==> config.mk <==
export PLATFORM = sky130hd
export DESIGN_NAME = rst_sequencer
export DESIGN_NICKNAME = d
export VERILOG_FILES = /design/src/rtl/rst_sequencer.sv
export SDC_FILE = /design/constraint.sdc
export NUM_CORES = 1
export LEC_CHECK = 0
export ABC_AREA = 1
export CAP_MARGIN = 0
export CELL_PAD_IN_SITES_DETAIL_PLACEMENT = 1
export CELL_PAD_IN_SITES_GLOBAL_PLACEMENT = 1
export CORE_MARGIN = 1.5
export CORE_UTILIZATION = 44
export DETAILED_ROUTE_END_ITERATION = 8
export GPL_ROUTABILITY_DRIVEN = 0
export GPL_TIMING_DRIVEN = 0
export PLACE_DENSITY_LB_ADDON = 0.1
export SYNTH_ARGS = -nofsm -noshare
export SYNTH_HDL_FRONTEND = slang
export SYNTH_SLANG_ARGS = --single-unit
==> constraint.sdc <==
create_clock -name clk_166_67_mhz -period 2 [get_ports clk_166_67_mhz]
set_input_delay 0.3 -clock clk_166_67_mhz [delete_from_list [all_inputs] [get_ports clk_166_67_mhz]]
set_output_delay 0.3 -clock clk_166_67_mhz [all_outputs]
set_load 0.01 [all_outputs]
==> src/rtl/rst_sequencer.sv <==
// Ordered multi-channel reset sequencer: synchronises the board reset, then releases
// o_rst[0..NUM_CH-1] one by one. Optional ready-timeout retry: define RST_SEQ_TIMEOUT_EN.
module rst_sequencer #(
  parameter int                NUM_CH         = 3,
  parameter int                SYNC_STAGES    = 2,
  parameter int                HOLD_CYCLES    = 16,
  parameter int                CNT_W          = 24,
  parameter logic [NUM_CH-1:0] READY_MASK     = NUM_CH'(1),
  parameter int                TIMEOUT_CYCLES = 1_000_000
) (
  input  logic              clk_166_67_mhz,
  input  logic              dram_rstx_async,
  input  logic              i_soft_rst,
  input  logic [NUM_CH-1:0] i_ready,
  output logic [NUM_CH-1:0] o_rst,
  output logic              o_done,
  output logic [2:0]        o_state,
  output logic              o_timeout
);

  localparam int               IDX_W     = (NUM_CH > 1) ? $clog2(NUM_CH) : 1;
  localparam logic [CNT_W-1:0] HOLD_LAST = CNT_W'(HOLD_CYCLES - 1);
  localparam logic [CNT_W-1:0] TO_LAST   = CNT_W'(TIMEOUT_CYCLES - 1);
  localparam logic [IDX_W-1:0] IDX_LAST  = IDX_W'(NUM_CH - 1);

`ifdef RST_SEQ_TIMEOUT_EN
  localparam bit TO_EN = 1'b1;
`else
  localparam bit TO_EN = 1'b0;
`endif

  typedef enum logic [1:0] {
    IDLE     = 2'd0,
    HOLD     = 2'd1,
    WAIT_RDY = 2'd2,
    DONE     = 2'd3
  } state_t;

  // Board reset synchroniser: async set, clocks zeros in after release.
  logic [SYNC_STAGES-1:0] sync_q, sync_d;
  logic                   rst_int;

  always_comb begin
    sync_d = {sync_q[SYNC_STAGES-2:0], 1'b0};
  end

  always_ff @(posedge clk_166_67_mhz or negedge dram_rstx_async) begin
    if (!dram_rstx_async) sync_q <= '1;
    else                  sync_q <= sync_d;
  end

  assign rst_int = sync_q[SYNC_STAGES-1];

  logic [NUM_CH-1:0] rdy_s;

  generate
    for (genvar gi = 0; gi < NUM_CH; gi++) begin : g_rdy_sync
      logic [SYNC_STAGES-1:0] chain_q, chain_d;

      always_comb begin
        chain_d = {chain_q[SYNC_STAGES-2:0], i_ready[gi]};
      end

      always_ff @(posedge clk_166_67_mhz or negedge dram_rstx_async) begin
        if (!dram_rstx_async) chain_q <= '0;
        else                  chain_q <= chain_d;
      end

      assign rdy_s[gi] = chain_q[SYNC_STAGES-1];
    end
  endgenerate

  state_t            state_q, state_d;
  logic [IDX_W-1:0]  idx_q, idx_d;
  logic [CNT_W-1:0]  cnt_q, cnt_d;
  logic [NUM_CH-1:0] rst_q, rst_d;
  logic              done_q, done_d;
  logic              timeout_q, timeout_d;

  always_ff @(posedge clk_166_67_mhz or negedge dram_rstx_async) begin
    if (!dram_rstx_async) begin
      state_q   <= IDLE;
      idx_q     <= '0;
      cnt_q     <= '0;
      rst_q     <= '1;
      done_q    <= 1'b0;
      timeout_q <= 1'b0;
    end else begin
      state_q   <= state_d;
      idx_q     <= idx_d;
      cnt_q     <= cnt_d;
      rst_q     <= rst_d;
      done_q    <= done_d;
      timeout_q <= timeout_d;
    end
  end

  always_comb begin
    state_d   = state_q;
    idx_d     = idx_q;
    cnt_d     = cnt_q;
    rst_d     = rst_q;
    done_d    = done_q;
    timeout_d = timeout_q;

    if (i_soft_rst) begin
      state_d   = IDLE;
      idx_d     = '0;
      cnt_d     = '0;
      rst_d     = '1;
      done_d    = 1'b0;
      timeout_d = 1'b0;
    end else begin
      unique case (state_q)
        IDLE: begin
          if (!rst_int) begin
            state_d = HOLD;
            idx_d   = '0;
            cnt_d   = '0;
          end
        end

        HOLD: begin
          cnt_d = cnt_q + 1'b1;
          if (cnt_q == HOLD_LAST) begin
            rst_d[idx_q] = 1'b0;
            cnt_d        = '0;
            if (READY_MASK[idx_q]) begin
              state_d = WAIT_RDY;
            end else if (idx_q == IDX_LAST) begin
              state_d = DONE;
              done_d  = 1'b1;
            end else begin
              idx_d = idx_q + 1'b1;
            end
          end
        end

        WAIT_RDY: begin
          if (rdy_s[idx_q]) begin
            cnt_d = '0;
            if (idx_q == IDX_LAST) begin
              state_d = DONE;
              done_d  = 1'b1;
            end else begin
              idx_d   = idx_q + 1'b1;
              state_d = HOLD;
            end
          end else if (TO_EN) begin
            cnt_d = cnt_q + 1'b1;
            // Stuck ready: flag it and retry the whole sequence from channel 0.
            if (cnt_q == TO_LAST) begin
              timeout_d = 1'b1;
              rst_d     = '1;
              idx_d     = '0;
              cnt_d     = '0;
              state_d   = HOLD;
            end
          end
        end

        DONE: begin
          done_d = 1'b1;
        end

        default: begin
          state_d = IDLE;
        end
      endcase
    end
  end

  assign o_rst     = rst_q;
  assign o_done    = done_q;
  assign o_state   = {1'b0, state_q};
  assign o_timeout = timeout_q;

endmodule

* Word-level counts from Yosys, hierarchy flattened
Cells that the tools add are included.
Storage, ports and cells: flip-flop bits (word level) 40, input bits 6, output and inout bits 8, word-level logic and storage cells 71
Operators by class: $add $sub $neg 2, order comparisons 2, eq/ne operators 10, multiplexer cells 35, bitwise operators 2, reduce and logical (&&, ||, !) cells 11
Operator list (number):
- $mux W24 | 4
- $pmux W24 S3 | 1
- $mux W2 | 13
- $add A24 B1 Y24 const B | 1
- $eq A24 B4 Y1 const B | 1
- $ne A3 B3 Y1 const B | 4
- $pmux W2 S3 | 2
- $reduce_and A5 Y1 | 2
- $mux W3 | 3
- $mux W1 | 8
- $reduce_bool A4 Y1 | 2
- $eq A2 B2 Y1 const B | 3
- $bmux W1 S2 | 2
- $ne A4 B4 Y1 const B | 1
- $reduce_and A4 Y1 | 1
- $reduce_bool A2 Y1 | 2
- $and A3 B3 Y3 | 1
- $lt A2 B3 Y1 const B | 1
- $not A3 Y3 | 1
- $pmux W1 S3 | 1
- $reduce_and A3 Y1 | 1
- $add A2 B1 Y2 const B | 1
- $demux W1 S2 | 1
- $eq A2 B1 Y1 const B | 1
- other kinds (4) | 4

* Longest topological paths before layout
depth in word-level cells 9, mapped depth 14, depth with buffers taken out 13

* Worst setup path before layout
No wires, ideal clock.
kind reg-to-reg, from register state_q[0], to register cnt_q[2], setup time 0.124 ns, arrival time 1.555 ns, data required time 1.876 ns, path slack 0.321 ns, cell stages (with the launch flop) 13, buffers on the path 2, clock period less this slack 1.679 ns, cell sequence dfrtp_1 -> inv_1 -> ha_1 -> inv_1 -> nor2_1 -> nand2_1 -> inv_2 -> nand2_2 -> nand2_4 -> buf_6 -> buf_6 -> o21ai_0 -> a21oi_1
Between the ends: word-level cells in the longest chain between the ends 3, elaborated cells on any way between the ends 9, classes of those cells 4 x eq/ne; 2 x mux; 3 x reduce/logical
RTL lines:
- from (decl) | line 73 | state_t state_q, state_d;
- from (signal assigned) | line 89 | state_q <= state_d;
- $eq A2 B2 Y1, or another cell as far along | line 114 | unique case (state_q)
- $ne A3 B3 Y1 (no line), or another cell as far along
- $reduce_and A3 Y1 (no line) or $mux W24 (tied branches)
- to (signal assigned) | line 91 | cnt_q <= cnt_d;
- to (decl) | line 75 | logic [CNT_W-1:0] cnt_q, cnt_d;
Parallel ways exist; a longest one is shown, timed or not. A chain may end at the register's enable or synchronous reset.

* Final worst setup path
from register cnt_q[0], to register cnt_q[20]
Between the ends: word-level cells in the longest chain between the ends 4, elaborated cells on any way between the ends 5, classes of those cells 1 x add/sub; 1 x eq/ne; 3 x mux
RTL lines:
- $add A24 B1 Y24 or $eq A24 B4 Y1 (tied branches) | line 124, 125
- $mux W24 (*) | line 125 | if (cnt_q == HOLD_LAST) begin
- $pmux W24 S3 (*) | line 114
- $mux W24 (*) | line 106 | if (i_soft_rst) begin
Every way passes the cells marked *; elsewhere a longest branch is shown, timed or not.

==> flow_results.org <==
** Run status
- Run status :: completed

** Drt
- Average wire per cell in the routed design :: 14.6 µm
- In the detailed route, the total length drawn on met3 is 202 µm.
- In this run the top signal layer used is met4.
- Using the TritonRoute via totals, the vias-per-cell ratio works out to 5.09.
- Post-detailed-routing wire length :: 6.00 mm
- DR DRC count :: 0
- Vias :: 2088
- In this run the remaining antenna-violating nets after routing total 0.
- Metal1 wirelength :: 3.01 mm
- DRT iter0 DRCs :: 71
- Met2 Wirelength :: 2.75 mm
- First-pass iteration count of the detailed router :: 4

** Floorplanning
- The die is 76.5 µm tall.
- 14 I/O pins were placed.
- In this run the core area contains 26 standard-cell rows.
- Total die area :: 5860 µm²
- For this configuration, the core starts out at a cell density of 46.0%.
- Area inside the core boundary :: 5170 µm²
- Measured along the x axis, the die boundary spans 76.5 µm.

** Timing
- Final critical-path share of the clock period :: 91.8%
- Min Clock Period, post-route :: 1.84 ns
- Final setup violation count :: 0
- Clock Skews :: 0.0107 ns
- RSZ-0062 raised after global routing :: no
- The final count of pins violating max slew came to 0.
- The final hold violation count was 0.
- Highest achievable clock rate :: 545 MHz
- Smallest setup slack after layout :: 0.164 ns

** Worst setup path
- Type of element launching the critical path :: flop
- CP Data Required Time :: 2.19 ns
- Endpoint of the worst-slack reg-to-reg timing path :: cnt_q[20]
- Top cell by count, worst path :: nand2_4
- Measured in cells, the most critical reg-to-reg path has a length of 9.
- Crit. End Element :: flop
- The critical path goes through ha_2 -> nand3_1 -> nor3_2 -> nand3_2 -> nand2_4 -> nand2_4 -> inv_2 -> buf_6 -> nor2_1.
- Worst R2R Start :: cnt_q[0]
- The critical path contains buffers and inverters numbering 2 combined.
- By startpoint and endpoint, the worst setup path is classified as flop to flop.
- Worst path arrival time :: 2.03 ns
- In this run the worst setup path begins at cnt_q[0].
- Peak per-stage delay on the critical path :: 0.41 ns
- Kind of cell adding the most delay to the critical path :: simple AND/OR/NAND/NOR gates
- Of all nets on the critical path, the largest fanout is 10.
- Highest-delay cell along the critical path :: dfrtp_1
- In this run the register-to-register setup slack is 0.16 ns.

** Place
- Timing analysis after detailed placement gives a worst setup slack of -0.150 ns.
- Count of input and output buffers :: 11
- Once placement finished, the instance area stood at 2600 µm².
- The number of placed instances, taps included, is 397.
- Dpl hpwl :: 4.51 mm

** Power and ir drop
- Internal Dissipation :: 1.63 mW
- Maximum ir drop on the vdd rail :: 559 µV
- Switching part of the total power :: 40.3%
- Sequential cells burn 34.1% of the power.
- Leak :: 1.25 nW
- Pwr/cell area :: 981 nW/µm²
- The share of total power dissipated in the clock network is 25.6%.
- Sw Pwr :: 1.10 mW
- Part of the power in combinational logic :: 40.3%

** Logic synthesis
- Yosys printed 0 warnings.
- The largest total area in the synthesized netlist belongs to dfrtp_1.
- Most used standard cell by instance count after synthesis :: nand2_1
- Share of synthesized registers carrying an async set or reset :: 100%
- Counting instances in the post-synthesis netlist gives the leading cell types as nand2_1 (74), nor2_1 (53), inv_1 (36).
- Distinct cells, synth :: 30
- Flop and latch count out of synthesis :: 40
- Among all flip-flop cells after synthesis, the most frequent one is dfrtp_1.
- The mapped netlist covers 2380 µm².
- Top cells by area, synth :: dfrtp_1 (37%), nand2_1 (12%), nor2_1 (8.4%)
- EDFF count, synth :: 0
- Cells after Synth :: 313
- Area share of the largest cell type after synthesis :: 36.8%
- Sequential elements use 42.3% of the synthesized area.
- The average instance in the mapped netlist occupies 7.60 µm².

** Finish
- The net count of the finished layout is 353.
- Fill cells in the final layout number 658.
- Multi-input gate area in the final layout :: 1190 µm²
- Registers take 1010 µm².
- Post-route design area :: 2780 µm²
- Cells with a size suffix above 1 make up 16.5% of the layout.
- 0 antenna diodes ended up in the layout.
- Compared with the post-synthesis result, the final layout area differs by 16.9%.
- Non-Filler Instances :: 410
- Fraction of the core area covered by cells at the end of the flow :: 53.7%

** Global route
- Initial antenna violation count :: 0
- Pin count of the biggest net entering global routing :: 41
- The first global-routing pass estimated 10.1 mm of wire.
- GR Util All Layers :: 21.8%
- Number of global-route vias before repair :: 2033
- Leftover overflow at the end of global routing :: 0

** Clock tree
- The clock tree synthesis step divided the H-tree into 2 levels.
- Clock tree from TritonCTS :: yes
- Sink count of the clock tree :: 40
- Latest clock arrival within the worst-skew pair :: 0.30 ns
- Counting along the longest clock path gives a buffer depth of 2.
- After clock tree synthesis, the clock-pin slew on the worst setup and hold paths is 0.09 ns.
- Clock tree root driver cell :: clkbuf_8
- Clock buffers created by TritonCTS :: 5

** Hold path
- The worst hold path begins at g_rdy_sync[2].chain_q[0].
- Hold WC Path Type :: flop to flop
- Cells on Worst Hold Path :: 0
- The path with the worst hold slack has its endpoint at g_rdy_sync[2].chain_q[1].

** Run
- Number of max-cap violations :: 0
## power by group through the flow
| stage | clock [mW] | combinational [mW] | sequential (mW) |
|---|---|---|---|
| after global routing | 0.739 | 1.23 | 0.936 |
| after detailed placement | 0 | 1.03 | 0.945 |
| after CTS | 0.710 | 1.04 | 0.929 |
| final | 0.699 | 1.10 | 0.929 |
| after global placement | 0 | 1.01 | 0.939 |
| after floorplan | 0 | 0.703 | 0.938 |
## how the worst max path moves through the flow
stage / endpoint / slack, ns / cells past startpoint
6_report: cnt_q[20] / 0.16 / 9
5_1_grt: cnt_q[21] / 0.003 / 14
4_1_cts: cnt_q[20] / 0.01 / 9
3_5_place_dp: cnt_q[4] / -0.15 / 11
3_3_place_gp: cnt_q[11] / -0.39 / 1
2_1_floorplan: cnt_q[2] / 0.32 / 12
## through the flow
step / hold WS (ns) / total power, mW / setup TNS, ns
6_report: 0.348 / 2.73 / 0
5_1_grt: 0.359 / 2.90 / 0
4_1_cts: 0.353 / 2.68 / 0
3_5_place_dp: 0.296 / 1.97 / -1.95
3_3_place_gp: 0.333 / 1.95 / -15.92
2_1_floorplan: 0.00441 / 1.64 / 0
## area by class of cell
cell class              count  share of cell area (%)
multi-input cells         228                    42.9
flip-flops and latches     40                    36.2
repair buffers             17                    5.94
inverters                  41                    5.63
well taps                  70                    3.15
clock buffers               5                    2.48
plain buffers               6                    2.03
clock inverters             3                    1.67
## state kept, by name, summed over array words and instances (netlist names)
signal              count
g_rdy_sync.chain_q      6
o_rst                   3
cnt_q                  24
state_q                 2
idx_q                   2
o_done                  1
sync_q                  2
## cells in the final DEF, fill, tap and decap left out, drive strengths merged, types with 2 or more instances in the layout
master and count:
a21oi 7, buf 12, clkbuf 5, clkdlybuf4s50 10
conb 3, dfrtp 35, dfstp 5, ha 8
inv 42, nand2 82, nand3 23, nand4 18
nor2 58, nor3 4, o21ai 13, xnor2 2
xor2 5
## logic make-up after synthesis
group           Yosys count  share of synthesized area [%]
other cells               1                          0.158
compound gates           23                           5.68
fa+ha+maj                 8                           4.21
xor+xnor                  7                           2.58
buf+inv                  47                           8.68
flops                    40                           42.3
simple gates            187                           36.3
## metal layers
metal | global-route usage, % | up-vias
li1 | - | 1044
met1 | 32.7 | 1004
met2 | 33.4 | 36
met3 | 3.35 | 4
met4 | 3.89 | 0
met5 | 0 | -
## timing repair
item / CTS / global route
hold buffers: 1 / 0
setup endpoints to repair: 0 / 23
endpoints found under the hold margin: 35 / 0
resized for setup: 0 / 10
buffers inserted: 0 / 4
(Power assumes the default switching activity.)
